## config.mk

```make
export PLATFORM = sky130hd
export DESIGN_NAME = stage2_window_gen
export DESIGN_NICKNAME = d
export VERILOG_FILES = /design/src/rtl/stage2_window_gen.sv
export SDC_FILE = /design/constraint.sdc
export NUM_CORES = 2
export LEC_CHECK = 0
export BUFFER_PORTS_ARGS = -buffer_cell sky130_fd_sc_hd__clkbuf_2
export CAP_MARGIN = 20
export CELL_PAD_IN_SITES_DETAIL_PLACEMENT = 0
export CELL_PAD_IN_SITES_GLOBAL_PLACEMENT = 2
export CORE_MARGIN = 2
export CORE_UTILIZATION = 40
export CTS_CLUSTER_DIAMETER = 60
export DETAILED_ROUTE_END_ITERATION = 10
export PLACE_DENSITY = 0.78
export SYNTH_ARGS = -nofsm -noshare
export SYNTH_HDL_FRONTEND = slang
export SYNTH_SLANG_ARGS = --single-unit
```

## constraint.sdc

```tcl
create_clock -name clk -period 85 [get_ports clk]
set_input_delay 12.75 -clock clk [delete_from_list [all_inputs] [get_ports clk]]
set_output_delay 12.75 -clock clk [all_outputs]
set_load 0.05 [all_outputs]
```

## src/rtl/stage2_window_gen.sv

```systemverilog
// Raster-order KXxKY sliding-window generator (valid conv, stride 1).
// Buffers KY-1 rows and emits one packed window per qualifying pixel.
module stage2_window_gen #(
    parameter int IMG_W = 12,
    parameter int IMG_H = 12,
    parameter int KX    = 5,
    parameter int KY    = 5,
    parameter int IBW   = 20
) (
    input  logic                        clk,
    input  logic                        reset,
    input  logic                        i_clear,
    input  logic                        i_in_valid,
    input  logic [IBW-1:0]              i_in_pixel,
    output logic                        o_ot_valid,
    output logic [KX*KY*IBW-1:0]        o_ot_fmap,
    output logic [$clog2(IMG_H)-1:0]    o_ot_row,
    output logic [$clog2(IMG_W)-1:0]    o_ot_col,
    output logic                        o_frame_done
);

    localparam int CW = $clog2(IMG_W);
    localparam int RW = $clog2(IMG_H);
    localparam logic [CW-1:0] COL_LAST = CW'(IMG_W - 1);
    localparam logic [CW-1:0] COL_MIN  = CW'(KX - 1);
    localparam logic [RW-1:0] ROW_LAST = RW'(IMG_H - 1);
    localparam logic [RW-1:0] ROW_MIN  = RW'(KY - 1);

    logic [CW-1:0]        col;
    logic [RW-1:0]        row;
    logic [IBW-1:0]       lb       [KY-1][IMG_W];
    logic [IBW-1:0]       win      [KY][KX];
    logic [IBW-1:0]       win_next [KY][KX];
    logic [IBW-1:0]       new_col  [KY];
    logic [KX*KY*IBW-1:0] fmap_next;
    logic                 hit;
    logic                 last_px;

    // lb[KY-2] holds the oldest row, so it lands at the top of the column
    always_comb begin
        for (int y = 0; y < KY - 1; y++) begin
            new_col[y] = lb[KY-2-y][col];
        end
        new_col[KY-1] = i_in_pixel;
        for (int y = 0; y < KY; y++) begin
            for (int x = 0; x < KX - 1; x++) begin
                win_next[y][x] = win[y][x+1];
            end
            win_next[y][KX-1] = new_col[y];
        end
        fmap_next = '0;
        for (int y = 0; y < KY; y++) begin
            for (int x = 0; x < KX; x++) begin
                fmap_next[(y*KX+x)*IBW +: IBW] = win_next[y][x];
            end
        end
    end

    assign hit = i_in_valid && !i_clear && (row >= ROW_MIN) && (col >= COL_MIN);
    assign last_px = (row == ROW_LAST) && (col == COL_LAST);

    always_ff @(posedge clk or posedge reset) begin
        if (reset) begin
            col          <= '0;
            row          <= '0;
            o_ot_valid   <= 1'b0;
            o_ot_fmap    <= '0;
            o_ot_row     <= '0;
            o_ot_col     <= '0;
            o_frame_done <= 1'b0;
            for (int k = 0; k < KY - 1; k++) begin
                for (int c = 0; c < IMG_W; c++) begin
                    lb[k][c] <= '0;
                end
            end
            for (int y = 0; y < KY; y++) begin
                for (int x = 0; x < KX; x++) begin
                    win[y][x] <= '0;
                end
            end
        end else begin
            o_ot_valid   <= 1'b0;
            o_frame_done <= 1'b0;
            if (i_clear) begin
                col <= '0;
                row <= '0;
                for (int y = 0; y < KY; y++) begin
                    for (int x = 0; x < KX; x++) begin
                        win[y][x] <= '0;
                    end
                end
            end else if (i_in_valid) begin
                for (int y = 0; y < KY; y++) begin
                    for (int x = 0; x < KX; x++) begin
                        win[y][x] <= win_next[y][x];
                    end
                end
                lb[0][col] <= i_in_pixel;
                for (int k = 1; k < KY - 1; k++) begin
                    lb[k][col] <= lb[k-1][col];
                end
                if (col == COL_LAST) begin
                    col <= '0;
                    row <= (row == ROW_LAST) ? '0 : row + 1'b1;
                end else begin
                    col <= col + 1'b1;
                end
                if (hit) begin
                    o_ot_valid   <= 1'b1;
                    o_ot_fmap    <= fmap_next;
                    o_ot_row     <= row - ROW_MIN;
                    o_ot_col     <= col - COL_MIN;
                    o_frame_done <= last_px;
                end
            end
        end
    end

endmodule

```

==> results.tsv <==
metric	value	unit
GR Overflow Total	0	
CP peak stage delay	0.92	ns
Buffers on Ports	533	
synthesized net count	7317	
Power, Total	2.14	mW
post-synthesis cell count	7282	
Top FF cell, synth	dfrtp_1	
H-tree Lvls	4	
cts hold-fix bufs	0	
DRC violation count after routing	0	
minimum clock period	17.98	ns
Setup Buffers After CTS	0	
Yosys top cell area share	61.0	%
Netlist cell types	40	
via count	53348	
Highest Clock Rate	55.6	MHz
hold path depth	2	
Power Dens Cells	24.2	nW/um^2
Initial Util	40.1	%
DRT Pass-1 Iters	5	
status	finished, final reports clean	
LEAKAGE	43.2	nW
cell mode on critical path	buf_4	
CTS Buf Count	197	
half-perimeter wire length after placement	144000	um
Worst path slowest cell	buf_4	
clk_lat worst skew	0.84	ns
first-pass GRT wire length	352000	um
WP data required	85.69	ns
peak supply drop	21.2	uV
layout net count	7622	
Warnings, synthesis	0	
CP Class	in2reg	
r2r setup slk	80.26	ns
initial antenna violation count	20	
Netlist Area Pre-Place	77000	sq um
period utilization	21.2	%
TNS Setup	0	ns
DRT iter0 DRCs	4094	
Max-Cap Viols	0	
worst-path cell chain	buf_8, buf_4, buf_4, buf_4, buf_4, buf_4, buf_4, mux2i_1, nor2_1	
Critical Path End Type	flip-flop	
worst rel slew slack	22.1	%
Final Slew Violations	0	
clock-pin transition on the worst setup and hold timing paths	0.06	ns
crit path max fanout	58	
wire per inst	22.5	um
top cells by area in the synthesized netlist	dfrtp_1, nand2_1, mux2i_1	
Worst EP arrival	18.67	ns
crit start category	input pin	
GPL Wtd Cong	0.828	
number of routed nets with antenna violations	0	
area leader, netlist	dfrtp_1	
Resized Gates After CTS	0	
largest net degree at the start of global routing	177	
post-synthesis async set-or-reset flop share	100	%
vias in the first global route	52964	
Mean Syn Cell Area	10.6	sq um
area delta synth->final	14.5	%
worst reg-to-reg path cell count	8	
RSZ-0062 raised after global routing	no	
final wirelength	231000	um
CTS tree	yes	
share of cells above drive strength 1	16.6	%
Die W	443	um
Setup Skew	0.0358	ns
Yosys reg bits	1878	
Clock Path Buffers	3	
vias per inst	5.19	
Final Setup Violations	0	
Post-synth EDFFs	0	
Slew @ Worst Pin	1.17	ns
GRT Overall Usage	23.5	%
die area	196000	sq um
sequential area share after synthesis	61.0	%
Final Hold Viols	0	
total core area	192000	sq um
TritonCTS sink count	1878	
Top Ports	534	
Worst Hold Class	reg2reg	
chip height	443	um
# rows	161	
clock root cell	clkbuf_16	
-- kinds of logic (layout without fill, tap and decap cells) --
logic type | count (synthesis) | count (layout) | share of synthesized area (%)
xor+xnor | 3 | 3 | 0.0341
flops | 1878 | 1878 | 61.0
fa+ha+maj | 11 | 11 | 0.179
mux | 1022 | 1022 | 13.6
compound gates | 1214 | 1214 | 8.93
other cells | 0 | 3 | 0
simple gates | 2566 | 2566 | 12.6
buf+inv | 588 | 1057 | 3.64
-- worst max-delay path: cells and delay by family --
kind | cells | cell delay (ns)
buf+inv | 7 | 5.22
mux | 1 | 0.29
simple gates | 1 | 0.06
-- report_power, final --
part,internal (mW),switching [mW],total [mW],leakage [nW]
logic,0.0856,0.185,0.271,14.3
clock network,0.503,0.361,0.864,3.22
registers,0.961,0.0434,1.00,25.7
-- metrics by stage --
stage / util, % / hold WS, ns / area [sq um] / std cells / setup WS (ns)
6_report: 46.0 / 0.465 / 88200 / 10280 / 67.02
5_1_grt: 46.0 / 0.492 / 88200 / 10278 / 66.80
4_1_cts: 45.9 / 0.464 / 88100 / 10272 / 67.11
3_5_place_dp: 42.5 / 0.453 / 81600 / 9909 / 66.20
3_3_place_gp: 42.5 / 0.449 / 81600 / 9904 / 66.27
2_1_floorplan: - / 0.438 / 77000 / 7282 / 19.22
-- synth_stat cells (11+ instances only) --
master / n
a221oi_1: 50
buf_4: 56
ha_1: 11
nand2_1: 2215
o21ai_0: 618
buf_2: 207
o21ai_1: 271
buf_1: 12
nand3_1: 13
o22ai_1: 81
a221oi_2: 30
clkbuf_2: 16
dfrtp_1: 1878
nor2_1: 326
clkbuf_1: 277
a21oi_1: 80
mux2i_1: 802
mux2_2: 220
a22oi_1: 80
-- registers in the layout, summed over array words and instances, names as in the netlist --
signal and count:
o_ot_row 4, col 4, o_ot_valid 1, fmap_next 400, row 4, o_ot_col 4
lb 960, o_ot_fmap 500, o_frame_done 1
-- routing by layer --
layer | global-route usage (%) | vias up | wire (um)
li1 | - | 24990 | -
met3 | 2.86 | 304 | 8880
met4 | 7.32 | 0 | 6870
met1 | 33.9 | 26938 | 108000
met2 | 37.1 | 1116 | 107000
met5 | 0 | - | 0
-- final timing paths --
| check | from | endpoint |
|---|---|---|
| max | i_in_valid | fmap_next[50]$_DFFE_PP0P_ |
| max reg2reg | col[2]$_DFFE_PP0P_ | o_ot_fmap[72]$_DFFE_PP0P_ |
| min in group asynchronous | reset | o_ot_fmap[423]$_DFFE_PP0P_ |
| max in group asynchronous | reset | lb[170]$_DFFE_PP0P_ |
| min | fmap_next[215]$_DFFE_PP0P_ | o_ot_fmap[215]$_DFFE_PP0P_ |
| min reg2reg | fmap_next[215]$_DFFE_PP0P_ | o_ot_fmap[215]$_DFFE_PP0P_ |
-- final cells by class --
type / count / area [sq um]
antenna: 3 / 7.51
clock buffer: 309 / 5990
clock inverter: 54 / 510
fill: 18173 / 104000
inverter: 8 / 45.0
multi-input combinational: 4816 / 27500
sequential: 1878 / 47000
tap: 2526 / 3160
timing repair buffer: 686 / 4020
-- cell usage in the layout, fill, tap and decap left out, types with 34 or more instances in the layout --
master / count
mux2i_1: 802
o21ai_1: 271
clkbuf_8: 53
o21ai_0: 618
clkbuf_2: 531
a22oi_1: 80
nand2_1: 2215
a21oi_1: 66
clkinv_2: 34
dfrtp_1: 1874
mux2_2: 220
clkbuf_1: 54
o22ai_1: 81
clkbuf_16: 202
nor2_1: 325
a221oi_1: 50
buf_4: 138
(Power assumes the default switching activity.)
